[config.mk]
export PLATFORM = sky130hd
export DESIGN_NAME = demux_stream
export DESIGN_NICKNAME = d
export VERILOG_FILES = /design/src/rtl/demux_stream.sv
export SDC_FILE = /design/constraint.sdc
export NUM_CORES = 1
export LEC_CHECK = 0
export BUFFER_PORTS_ARGS = -buffer_cell sky130_fd_sc_hd__buf_2
export CORE_ASPECT_RATIO = 1.2
export CORE_MARGIN = 10
export CORE_UTILIZATION = 25
export CTS_CLUSTER_DIAMETER = 80
export CTS_CLUSTER_SIZE = 28
export DETAILED_ROUTE_END_ITERATION = 16
export GPL_TIMING_DRIVEN = 1
export MAX_ROUTING_LAYER = met4
export PLACE_DENSITY = 0.5
export SYNTH_ARGS = -nofsm -noshare
export SYNTH_HDL_FRONTEND = slang
export SYNTH_SLANG_ARGS = --single-unit
[constraint.sdc]
create_clock -name clk -period 1.7 [get_ports clk]
set_input_delay 0.17 -clock clk [delete_from_list [all_inputs] [get_ports clk]]
set_output_delay 0.17 -clock clk [all_outputs]
set_load 0.02 [all_outputs]
[src/rtl/demux_stream.sv]
// rtl/demux_stream.sv - 1-to-NCH stream demux with one-entry registered buffer per channel
// Optional per-channel saturating beat counters: define DEMUX_STREAM_CNT_EN.
module demux_stream #(
  parameter int DW  = 8,
  parameter int NCH = 4,
  localparam int SELW = (NCH > 1) ? $clog2(NCH) : 1
) (
  input  logic              clk,
  input  logic              rst,
  input  logic              en,
  input  logic              in_valid,
  output logic              in_ready,
  input  logic [SELW-1:0]   in_sel,
  input  logic [DW-1:0]     in_data,
  output logic [NCH-1:0]    out_valid,
  input  logic [NCH-1:0]    out_ready,
  output logic [NCH*DW-1:0] out_data,
`ifdef DEMUX_STREAM_CNT_EN
  output logic [NCH*16-1:0] beat_cnt,
`endif
  output logic              drop
);

  localparam logic [SELW:0] NCH_W = (SELW+1)'(NCH);

  logic [NCH-1:0]    r_valid;
  logic [NCH*DW-1:0] r_data;
  logic              r_drop;

  logic              w_sel_ok;
  logic              w_tgt_free;
  logic              w_accept;
  logic [NCH-1:0]    w_hit;
  logic [NCH-1:0]    w_push;

  assign w_sel_ok = ({1'b0, in_sel} < NCH_W);

  // Out-of-range selects match no channel, so they are always free to accept (and drop).
  always_comb begin
    w_tgt_free = 1'b1;
    w_hit      = '0;
    for (int k = 0; k < NCH; k++) begin
      if (in_sel == SELW'(k)) begin
        w_hit[k]   = 1'b1;
        w_tgt_free = !r_valid[k] || out_ready[k];
      end
    end
  end

  assign in_ready = en && w_tgt_free;
  assign w_accept = in_valid && in_ready;
  assign w_push   = w_hit & {NCH{w_accept}};

  always_ff @(posedge clk or posedge rst) begin
    if (rst) begin
      r_valid <= '0;
      r_data  <= '0;
      r_drop  <= 1'b0;
    end else begin
      r_drop <= w_accept && !w_sel_ok;
      for (int k = 0; k < NCH; k++) begin
        if (w_push[k]) begin
          r_valid[k]          <= 1'b1;
          r_data[k*DW +: DW]  <= in_data;
        end else if (out_ready[k]) begin
          r_valid[k] <= 1'b0;
        end
      end
    end
  end

  assign out_valid = r_valid;
  assign out_data  = r_data;
  assign drop      = r_drop;

`ifdef DEMUX_STREAM_CNT_EN
  logic [NCH*16-1:0] r_cnt;

  always_ff @(posedge clk or posedge rst) begin
    if (rst) begin
      r_cnt <= '0;
    end else begin
      for (int k = 0; k < NCH; k++) begin
        if (w_push[k] && r_cnt[k*16 +: 16] != 16'hFFFF) begin
          r_cnt[k*16 +: 16] <= r_cnt[k*16 +: 16] + 16'd1;
        end
      end
    end
  end

  assign beat_cnt = r_cnt;
`endif

endmodule

Word level (Yosys, flattened, before mapping)
Cells that the tools add are included.
- bits in registers: 36
- word-level logic and storage cells: 43
- equal/unequal tests: 3
- muxes and demuxes: 16
- bitwise operators: 1
- reduce and logical (&&, ||, !) cells: 15
- operator list (cell ; number):
    2-to-1 mux 1 bit ; 16
    nonzero test 2 bit ; 4
    AND 4 bit ; 1
    equality test 2 bit, second input constant ; 2
    zero test 1 bit ; 4
    logical OR 1 bit ; 4
    equality test 2 x 1 -> 1 bit, second input constant ; 1
    logical AND 1 bit ; 2
    zero test 2 bit ; 1

Logic depth before layout (Yosys ltp)
Gate-level depths: netlist of the first run.
- depth in word-level cells: 10
- gate-level depth with buffers: 4
- gate-level depth less buffers: 3

Worst setup path after synthesis of the first run
Ideal clock, no wire load.
- path kind: register to register
- from: register r_valid[0], in the netlist out_valid[0]
- to: register r_data[0], in the netlist out_data[0]
- library setup time: 125 ps
- arrival: 1507 ps
- required time: 1575 ps
- slack: 68 ps
- stages on the path, launching flop included: 5
- period minus slack after synthesis: 1632 ps
- cells stage by stage: dfrtp_1 or2b_2 or4b_1 buf_6 mux2_4
- cells in the longest elaborated chain, start to end: 9
- ends and longest elaborated chain (element ; line ; source):
    start, declared ; 26 ; logic [NCH-1:0] r_valid;
    start signal, assigned ; 56 ; r_valid <= '0;
    start signal, assigned by index ; 63 ; r_valid[k] <= 1'b1;
    start signal, assigned by index ; 66 ; r_valid[k] <= 1'b0;
    zero test 1 bit ; 45 ; w_tgt_free = !r_valid[k] || out_ready[k];
    logical OR 1 bit ; 45 ;
    2-to-1 mux 1 bit (4 in series) ; 43 ; if (in_sel == SELW'(k)) begin
    logical AND 1 bit ; 50 ; assign in_ready = en && w_tgt_free;
    logical AND 1 bit ; 51 ; assign w_accept = in_valid && in_ready;
    AND 4 bit ; 52 ; assign w_push = w_hit & {NCH{w_accept}};
    end signal, assigned by index ; 64 ; r_data[k*DW +: DW] <= in_data;
    end, declared ; 27 ; logic [NCH*DW-1:0] r_data;
Every way passes these cells.
A chain may end at the register's enable or synchronous reset.

Worst setup path in the final report of the first run
- from: register r_valid[0], in the netlist out_valid[0]
- to: register r_data[1], in the netlist out_data[1]
Same word-level chain as after synthesis.

==> results of run 1 <==
## state kept, by name (all words and copies together) (netlist names)
register	count
out_valid	4
out_data	32
## worst max-delay path, stage by stage, from the launching register on
cell and delay (ns):
sky130_fd_sc_hd__dfrtp_1 0.39, sky130_fd_sc_hd__or2b_4 0.21, sky130_fd_sc_hd__or4b_4 0.46, sky130_fd_sc_hd__buf_12 0.17, sky130_fd_sc_hd__mux2_4 0.29
## stage by stage
stage          util, %  power (W)
2_1_floorplan        -    0.00159
3_3_place_gp      33.1    0.00187
3_5_place_dp      33.1    0.00189
4_1_cts           35.1    0.00248
5_1_grt           35.2    0.00256
6_report          35.2    0.00242
## placed cells by master, fill, tap and decap left out, types with 2 or more instances in the layout
| master | count |
|---|---|
| sky130_fd_sc_hd__nand2b_1 | 3 |
| sky130_fd_sc_hd__inv_1 | 2 |
| sky130_fd_sc_hd__nor2b_1 | 2 |
| sky130_fd_sc_hd__dfrtp_1 | 36 |
| sky130_fd_sc_hd__mux2_4 | 8 |
| sky130_fd_sc_hd__buf_4 | 8 |
| sky130_fd_sc_hd__or4b_4 | 2 |
| sky130_fd_sc_hd__nor3_2 | 2 |
| sky130_fd_sc_hd__clkbuf_8 | 5 |
| sky130_fd_sc_hd__buf_2 | 53 |
| sky130_fd_sc_hd__mux2_2 | 24 |
| sky130_fd_sc_hd__o21ai_0 | 2 |
## metal layers
| metal | routed length [µm] | part of all wire, % | GRT usage, % |
|---|---|---|---|
| met5 | 0 | 0 | - |
| met4 | 72 | 1.9 | 3.76 |
| met3 | 204 | 5.3 | 2.82 |
| met2 | 1860 | 48 | 13.8 |
| met1 | 1710 | 44 | 9.58 |
## area by class of cell
type / count / area [µm²] / area share, %
flip-flops and latches: 36 / 901 / 44.9
multi-input cells: 54 / 567 / 28.2
repair buffers: 63 / 355 / 17.7
well taps: 80 / 100 / 4.98
clock buffers: 6 / 72.6 / 3.61
inverters: 2 / 7.51 / 0.374
clock inverters: 1 / 5.00 / 0.249
## where the power goes
| group | total (W) | switching (W) | leakage (nW) | internal, W |
|---|---|---|---|---|
| Clock | 0.000557 | 0.000279 | 0.0410 | 0.000278 |
| Combinational | 0.000737 | 0.000423 | 0.502 | 0.000314 |
| Sequential | 0.00113 | 0.0000902 | 0.438 | 0.00104 |
## repair_timing
action / in CTS / in global routing
endpoints found under the setup margin: 1 / 8
resized for setup: 6 / 3
hold buffers: 1 / 0
hold endpoints to repair: 9 / 0
buffers inserted: 1 / 0
## path summary, 6_finish.rpt
| kind | endpoint | cells past startpoint | from | slack, ns |
|---|---|---|---|---|
| worst max-delay path | out_data[1]$_DFFE_PP0P_ | 4 | out_valid[0]$_DFFE_PP0P_ | 0.06 |
| worst min-delay path | out_valid[2]$_DFFE_PP0P_ | 2 | out_ready[2] | 0.11 |
| worst max register to register | out_data[1]$_DFFE_PP0P_ | 4 | out_valid[0]$_DFFE_PP0P_ | 0.06 |
| worst min register to register | out_data[11]$_DFFE_PP0P_ | 1 | out_data[11]$_DFFE_PP0P_ | 0.50 |
| max in group asynchronous | out_data[20]$_DFFE_PP0P_ | 4 | rst | 0.84 |
| min in group asynchronous | out_valid[2]$_DFFE_PP0P_ | 4 | rst | 0.52 |
## cells by family after synthesis
| group | after synthesis |
|---|---|
| flip-flops | 36 |
| other | 1 |
| buffers and inverters | 4 |
| AND/OR/NAND/NOR | 14 |
| AO/OA/AOI/OAI | 7 |
| multiplexers | 32 |
==> impl_summary.md, run 1 <==
Power and ir drop
Across the VDD grid, the largest voltage drop is 0.440 mV. The leakage power of the design is 0.982 nW. Dividing total power by cell area gives a power density of 1210 nW/µm².

Detailed routing
The detailed router finished its first iteration with 16 violations. The first TritonRoute pass finished after 4 iterations. Detailed routing inserted a total of 1,015 vias.

Once detail routing completed, the nets flagged for antenna violations numbered 0. The final layout contains routed wiring with a total length of 3850 µm. The final routed DRC violation total is 0. After detailed routing, the number of vias per cell comes to 4.19.

The average detailed-routed wire length per instance is 15.9 µm.

Floorplan
After floorplanning, the core was divided into 30 placement rows. The die boundary width is 90.2 µm. The floorplan step defined a die boundary enclosing 9390 µm². Once the floorplan was initialized, standard cells occupied 25.9% of the core. The overall die height is 104 µm.

For this design the top-level I/O count stands at 56. The core area is 5710 µm².

Placement
After legalization and detailed placement, the total HPWL measured 2950 µm. Routability-driven placement finished with a final weighted congestion of 0.779. The number of port buffers is 54.

At the placement stage, the worst setup path has a slack of 0.0934 ns. The number of placed instances, taps included, is 234. Once placement finished, the instance area stood at 1890 µm².

Final layout
Of the cells placed in the final design, the portion with a size suffix greater than 1 is 66.7%. The final standard cell area without fillers is 2010 µm². The area growth from synthesis to layout is 36.0%. The filler cell count is 587. The number of diodes added for antenna fixing is 0. The final layout net count is 180.

The count of non-filler cells in the finished layout is 242.

CTS
The TritonCTS clock tree is yes. The clock transition at the registers of the reported paths is 0.07 ns. The count of H-tree levels built during CTS is 2.

The tree built by TritonCTS fans out to 36 sinks. The maximum clock insertion buffer count is 2. The TritonCTS buffer count is 5. The clock latency on the worst-skew pair is 0.28 ns. The clock tree root driver cell is sky130_fd_sc_hd__clkbuf_8.

Synthesis
The adder and majority gate portion of the synthesized area is 0%. The synthesized netlist devotes 3.05% of its cell area to compound gates. The combinational family with the most area after synthesis is multiplexers. A synthesized cell averages 15.7 µm².

After technology mapping, the gate count stands at 94. sky130_fd_sc_hd__dfrtp_1 is the most common cell in the netlist. The mapped cell area is 1480 µm².

After synthesis, the cell types taking the most area are sky130_fd_sc_hd__dfrtp_1 61%, sky130_fd_sc_hd__mux2_2 18%, sky130_fd_sc_hd__mux2_4 8.1%, sky130_fd_sc_hd__nor3_2 1.4%, sky130_fd_sc_hd__nand2b_1 1.3%. For this run, the number of Yosys warnings is 0. The commonest cells after synthesis are 36 x sky130_fd_sc_hd__dfrtp_1, 24 x sky130_fd_sc_hd__mux2_2, 8 x sky130_fd_sc_hd__mux2_4. The share of the synthesized area in the top cell type is 61.0%. The portion of synthesized area spent on multiplexers is 26.4%. The largest area contributor in the synthesized netlist is sky130_fd_sc_hd__dfrtp_1.

For this run, the register share of the synthesized area comes to 61.0%. The synthesized netlist devotes 7.46% of its cell area to simple gates. After synthesis, the share of flip-flops with an asynchronous set or reset is 100%.

The most frequently used flop master after synthesis is sky130_fd_sc_hd__dfrtp_1. Yosys mapped a number of flops with a built-in enable equal to 0. The synthesized netlist devotes 0% of its cell area to XOR and XNOR gates. Synthesis instantiated 23 different standard cells from the library. Counting every net in the synthesized netlist gives 112.

The synthesized design contains 36 register bits.

Setup path
The nature of the critical path startpoint is a flip-flop. Data on the critical path arrives at its endpoint at 1.80 ns. The worst setup path is captured at a flip-flop.

In this run the worst path has a maximum fanout of 8. By startpoint and endpoint, the worst setup path is classified as reg2reg. The data required time of the critical path is 1.87 ns.

Timing
Setup violations remaining at the end of the flow were counted as 0. Summed over all failing endpoints, the final setup total negative slack is 0 ns. The final critical-path required period is 1.64 ns. The worst slack on hold paths is 0.112 ns. The number of pins with negative max-slew slack in the final report came to 0.

The setup clock skew after layout is 0.00708 ns. The final hold violation count is 0. For this run, the top clock speed supported by timing is 0.611 GHz. Setup repair after global routing left no endpoint under its margin. The smallest setup slack after layout is 0.0633 ns. After layout, the worst path uses 96.3% of the clock period.

Flow run
Max-cap violations in this run came to 0.

GRT
The via count of the first global-routing pass is 1,204. The total global-route track usage is 8.62%. The initial antenna violation count is 0. Entering global routing, the biggest net connects 37 pins. The residual overflow from global routing is 0. The first global-routing pass estimated 6240 µm of wire.

Hold path
In this run the worst hold path is classified as in2reg.

Outcome
The run finished with clean final reports.
(Power assumes the default switching activity.)
==> run 2, diff against run 1 <==
CELL_PAD_IN_SITES_DETAIL_PLACEMENT = 1   (was default)
CELL_PAD_IN_SITES_GLOBAL_PLACEMENT = 1   (was default)
CTS_BUF_LIST = sky130_fd_sc_hd__clkbuf_16   (was default)
PLACE_DENSITY = 0.59   (was 0.5)
==> impl_summary.md, run 2 (synthesis results as in run 1) <==
Final layout
The number of flip-flops in the largest register is 32 (unchanged). In the layout the commonest cells are 53 x sky130_fd_sc_hd__buf_2, 36 x sky130_fd_sc_hd__dfrtp_1, 24 x sky130_fd_sc_hd__mux2_2, 11 x sky130_fd_sc_hd__buf_4, 8 x sky130_fd_sc_hd__mux2_4. Leaving out fill and tap cells, the most frequent cell in the layout is sky130_fd_sc_hd__buf_2. The share of post-route cells with drive strength above 1 came to 66.3% (-0.41 points). The final standard cell area without fillers is 2040 µm² (+1.7%). Compared with the post-synthesis result, the final layout area differs by 38.4%. The storage element area is 901 µm² (unchanged). The total area of multi-input combinational cells came to 553 µm² (-2.4%).

The number of diodes added for antenna fixing is 0 (unchanged). The utilization of the core after routing was 35.8% (+0.61 points). The final layout net count is 181 (+0.56%). The filler cell count is 645 (+9.9%).

Placement
The instance area after placement came to 1900 µm² (+0.40%). The weighted congestion at the end of routability-driven global placement is 0.743 (-4.7%). The number of port buffers is 54 (unchanged).

The HPWL after detailed placement was 3320 µm (+12%).

GRT
The initial antenna violation count is 0 (unchanged). The via count of the first global-routing pass was 1,124 (-6.6%). The total global-route track usage came to 9.28% (+0.66 points). The largest net degree at the start of global routing is 37 (unchanged). The residual overflow from global routing is 0 (unchanged).

The global-route wire length before repair is 6630 µm (+6.2%).

Floorplan
The die boundary width came to 90.2 µm (unchanged). The die area was 9390 µm² (unchanged). The overall die height was 104 µm (unchanged). The floorplan row count came to 30 (unchanged). The number of placed I/O pins is 56 (unchanged). The core area is 5710 µm² (unchanged).

The starting density of the core is 25.9% (unchanged).

Detailed routing
The total iterations of the first detailed-routing run is 4 (unchanged). The average via count per standard cell was 4.28 (+2.1%). The final routed DRC violation total is 0 (unchanged). The average detailed-routed wire length per instance came to 17.2 µm (+8.2%). The total via count in the routed design is 1,041 (+2.6%). The number of DRC markers after the initial detailed-route iteration is 23 (+7). The post-route antenna net violation count is 0 (unchanged).

The overall routed net length is 4180 µm (+8.6%).

Setup path
For this design, the slowest cell found on the critical path is sky130_fd_sc_hd__or4b_1. Traced cell by cell, the critical path runs through or2b_2, or4b_1, buf_4, mux2_4. The category of the critical setup timing path is reg2reg.

STA classifies the critical path endpoint as a flip-flop. The largest delay contributor family on the critical path is simple AND/OR/NAND/NOR gates. STA classifies the critical path startpoint as a flip-flop. The buffer and inverter count on the worst path was 1 (unchanged). The data required time of the critical path came to 1.86 ns (about the same).

The biggest fanout along the worst timing path came to 8 (unchanged). The data arrival time at the worst-slack endpoint came to 1.79 ns (about the same). The maximum cell stage delay along the critical path is 0.44 ns (-0.02 ns).

Power and ir drop
The power density over the cells came to 1330 nW/µm² (+10%). The worst ir drop on vdd is 0.463 mV (+5.2%). The leakage power of the design is 1.01 nW (+2.6%).

The overall power consumption is 0.00272 W (+12%).

Flow run
The number of max-cap violations is 0 (unchanged).

CTS
The clock latency on the worst-skew pair was 0.28 ns (about the same). The count of H-tree levels built during CTS was 2 (unchanged). The clock tree root driver cell is sky130_fd_sc_hd__clkbuf_16. The clock transition at the registers of the reported paths is 0.05 ns (-0.02 ns). The hold-fix buffer count after cts is 0 (-1). The TritonCTS buffer count is 5 (unchanged). The maximum clock insertion buffer count is 2 (unchanged). TritonCTS built the clock tree. The total number of clock tree sinks is 36 (unchanged).

Timing
The final critical-path required period is 1.63 ns (-0.00981 ns). The setup clock skew after layout came to 0.00227 ns (-0.00481 ns). The final hold violation count is 13 (+13). The setup TNS is 0 ns (unchanged). The timing-limited maximum frequency was 0.615 GHz (+0.60%). The count of final setup violators came to 0 (unchanged). Setup repair after global routing left no endpoint under its margin. The number of pins with negative max-slew slack in the final report is 0 (unchanged). The worst slack on hold paths is -0.00637 ns (-0.118 ns).

The final period utilization is 95.7% (-0.58 points).

Outcome
The run finished, with violations left. The checks that failed: hold timing.

Hold path
The classification of the worst-slack hold path is in2async.
## run 2: changes by cell type in the layout (fill, tap and decap cells not counted), sizes merged
cell         before  now
buf              62   64
clkbuf            6    5
dlygate4sd3       1    0
inv               2    3
## run 2: per-stage QoR
stage               setup slack, ns  hold slack, ns  cells
floorplan                    0.0677           0.268     94
global placement              0.142           0.284    235
detailed placement           0.0723           0.307    235
CTS                          0.0662          0.0126    243
global route                 0.0350          0.0327    243
finish                       0.0731        -0.00637    243
## run 2: metal layers
metal | vias up | global-route usage (%) | part of all wire (%)
met2 | 37 | 14.6 | 50
met1 | 524 | 10.4 | 43
li1 | 474 | - | -
met4 | 0 | 4.10 | 1.7
met5 | - | - | 0
met3 | 6 | 3.18 | 4.9
## run 2: worst paths after layout
| path | start | end | slack, ns | depth (start not counted) |
|---|---|---|---|---|
| setup / recovery | out_valid[0]$_DFFE_PP0P_ | out_data[6]$_DFFE_PP0P_ | 0.07 | 4 |
| setup reg to reg | out_valid[0]$_DFFE_PP0P_ | out_data[6]$_DFFE_PP0P_ | 0.07 | 4 |
| hold / removal | rst | out_data[27]$_DFFE_PP0P_ | -0.006 | 3 |
| hold reg to reg | out_data[7]$_DFFE_PP0P_ | out_data[7]$_DFFE_PP0P_ | 0.50 | 1 |
| min in group clk | out_ready[2] | out_valid[2]$_DFFE_PP0P_ | 0.12 | 2 |
| max in group asynchronous | rst | out_data[31]$_DFFE_PP0P_ | 1.38 | 3 |
## run 2: power breakdown
| part | internal, W | switching, W |
|---|---|---|
| Sequential | 0.00104 | 0.0000952 |
| Clock | 0.000526 | 0.000322 |
| Combinational | 0.000312 | 0.000427 |
| Total | 0.00188 | 0.000844 |
## run 2: repair_timing
item	in CTS	in global routing
setup buffers	1	0
resized for setup	3	0
setup endpoints to repair	1	0
## run 2: cell type report
cell class / instances / share of cell area [%]
well taps: 80 / 4.90
clock inverters: 2 / 0.429
flip-flops and latches: 36 / 44.1
clock buffers: 5 / 6.12
inverters: 2 / 0.367
multi-input cells: 54 / 27.1
repair buffers: 64 / 17.0
## run 2: worst reg2reg max path, delay by kind of cell, from the launching register on
kind                   cells  cell delay (ns)
and+or+nand+nor            2             0.61
DFF                        1             0.39
muxes                      1             0.31
buffers and inverters      1             0.21
==> run 3, diff against run 2 <==
CORE_ASPECT_RATIO = 0.9   (was 1.2)
==> impl_summary.md, run 3 (synthesis results as in run 1) <==
Setup path
The data required time of the critical path was 1.53 ns (-0.33 ns). The category of the critical setup timing path is reg2out. The worst setup path is launched from a flip-flop. The sort of element at the end of the critical path is an output port. The register-to-register setup slack is 0.08 ns (about the same).

The biggest fanout along the worst timing path is 3 (-5). The data arrival time at the worst-slack endpoint is 1.46 ns (-0.33 ns).

Floorplan
The die area was 9380 µm² (about the same). The starting density of the core is 25.9% (+0.057 points). The number of placed I/O pins is 56 (unchanged). The core area is 5690 µm² (-0.22%).

The floorplan row count is 26 (-13%). The overall die height is 92.9 µm (-11%). The die boundary width is 101 µm (+12%).

GRT
The global-route wire length before repair was 6840 µm (+3.2%). The largest net degree at the start of global routing is 37 (unchanged). The residual overflow from global routing is 0 (unchanged). The met3 layer usage reported by global route is 5.27% (+2.1 points). The initial antenna violation count is 0 (unchanged). The fraction of met1 tracks used by global routing is 10.7% (+0.28 points). The met2 capacity usage during global routing is 14.7% (+0.086 points). The total global-route track usage is 9.66% (+0.39 points). The via count of the first global-routing pass is 1,174 (+4.4%). The global-route layer with the greatest usage is met2.

Timing
The worst slack on hold paths came to -0.00191 ns (+0.00446 ns). The setup TNS was 0 ns (unchanged). The setup clock skew after layout is 0.00297 ns (+0.000701 ns). Setup repair after global routing left no endpoint under its margin. The final period utilization is 95.9% (+0.19 points).

The count of final setup violators is 0 (unchanged). The timing-limited maximum frequency is 0.613 GHz (-0.20%). The number of pins with negative max-slew slack in the final report is 0 (unchanged). The final critical-path required period is 1.63 ns (+0.00322 ns). The final hold violation count is 11 (-2).

Final layout
The number of diodes added for antenna fixing was 0 (unchanged). The final standard cell area without fillers came to 2070 µm² (+1.4%). The filler cell count is 609 (-5.6%). The most common cell after layout, fill and taps aside is sky130_fd_sc_hd__buf_2. The layout overhead on the synthesized area is 40.3%.

In the layout the commonest cells are 53 x sky130_fd_sc_hd__buf_2, 36 x sky130_fd_sc_hd__dfrtp_1, 24 x sky130_fd_sc_hd__mux2_2, 11 x sky130_fd_sc_hd__buf_4, 8 x sky130_fd_sc_hd__mux2_4. The share of post-route cells with drive strength above 1 is 67.7% (+1.4 points). The final layout net count is 181 (unchanged). The number of flip-flops in the largest register was 32 (unchanged).

Detailed routing
The total iterations of the first detailed-routing run is 2 (-2). The average detailed-routed wire length per instance is 18.0 µm (+4.8%). The average via count per standard cell is 4.41 (+2.8%). The post-route antenna net violation count is 0 (unchanged). The final routed DRC violation total is 0 (unchanged). The total via count in the routed design is 1,031 (-0.96%).

The overall routed net length is 4220 µm (+0.91%). The number of DRC markers after the initial detailed-route iteration is 23 (unchanged).

CTS
The clock transition at the registers of the reported paths is 0.06 ns (about the same). The TritonCTS buffer count was 5 (unchanged). The count of H-tree levels built during CTS is 2 (unchanged). The clock tree root driver cell is sky130_fd_sc_hd__clkbuf_16. TritonCTS built the clock tree. The total number of clock tree sinks came to 36 (unchanged). The clock latency on the worst-skew pair is 0.28 ns (about the same). The maximum clock insertion buffer count came to 2 (unchanged).

The hold-fix buffer count after cts was 0 (unchanged).

Outcome
The checks that failed: hold timing. The flow ran to the end, but the final reports show violations.

Hold path
The tightest min-delay check is of the in2async type.

Power and ir drop
The power spent charging and discharging nets was 0.000871 W (+3.2%). The sequential group share of total power is 39.0% (-2.7 points). The clock group share of total power was 35.4% (+4.3 points).

The power density over the cells is 1400 nW/µm² (+5.5%). The leakage power of the design is 1.02 nW (+1.0%). The fraction of power spent switching nets is 29.9% (-1.1 points). The combinational fraction of design power is 25.5% (-1.7 points). The total internal power was 0.00204 W (+8.7%). The worst ir drop on vdd is 0.683 mV (+48%).

Placement
The HPWL after detailed placement is 3240 µm (-2.3%). The weighted congestion at the end of routability-driven global placement is 0.868 (+17%). The instance area after placement is 1880 µm² (-0.66%). The number of port buffers was 54 (unchanged).

Flow run
The number of max-cap violations is 0 (unchanged).
run 3: final timing paths:
kind / from / endpoint / depth (start not counted)
max: out_valid[0]$_DFFE_PP0P_ / in_ready / 4
min: rst / out_data[10]$_DFFE_PP0P_ / 3
min reg2reg: out_data[20]$_DFFE_PP0P_ / out_data[20]$_DFFE_PP0P_ / 1
min in group clk: out_ready[2] / out_valid[2]$_DFFE_PP0P_ / 2
max in group asynchronous: rst / out_data[20]$_DFFE_PP0P_ / 3
max reg2reg: out_valid[0]$_DFFE_PP0P_ / out_data[5]$_DFFE_PP0P_ / 4
run 3: critical path, cell delays in order (launching register included):
cell and delay [ns]:
sky130_fd_sc_hd__dfrtp_1 0.37, sky130_fd_sc_hd__or4b_4 0.48, sky130_fd_sc_hd__o311ai_2 0.10, sky130_fd_sc_hd__a21oi_1 0.07
sky130_fd_sc_hd__buf_4 0.17
run 3: metal layers:
layer | wire [µm] | vias to the layer above
met5 | 0 | -
met2 | 2010 | 39
met4 | 39 | 0
met1 | 1740 | 514
li1 | - | 472
met3 | 426 | 6
run 3: through the flow:
stage	power, W	worst slack [ns]	utilization (%)	std cells
2_1_floorplan	0.00159	0.0677	-	94
3_3_place_gp	0.00187	0.125	33.1	225
3_5_place_dp	0.00191	0.0835	33.1	225
4_1_cts	0.00297	0.0684	36.4	234
5_1_grt	0.00307	0.0119	36.4	234
6_report	0.00291	0.0699	36.4	234
run 3: repair_timing:
action,CTS,global route
resized for setup,4,0
buffers inserted,1,0
endpoints found under the setup margin,1,0
run 3: power by group through the flow:
stage	sequential (W)	clock, W	combinational, W
floorplan	0.00137	0	0.000223
global placement	0.00114	0	0.000734
detailed placement	0.00115	0	0.000755
CTS	0.00114	0.00107	0.000762
global route	0.00116	0.00111	0.000797
finish	0.00114	0.00103	0.000743
run 3: layout make-up:
cell class                 count  area (µm²)  area share [%]
clock buffer                   5         125            6.04
clock inverter                 3        42.5            2.05
inverter                       2        7.51           0.362
multi-input combinational     54         561            27.1
sequential                    36         901            43.5
tap                           70        87.6            4.23
timing repair buffer          64         348            16.8
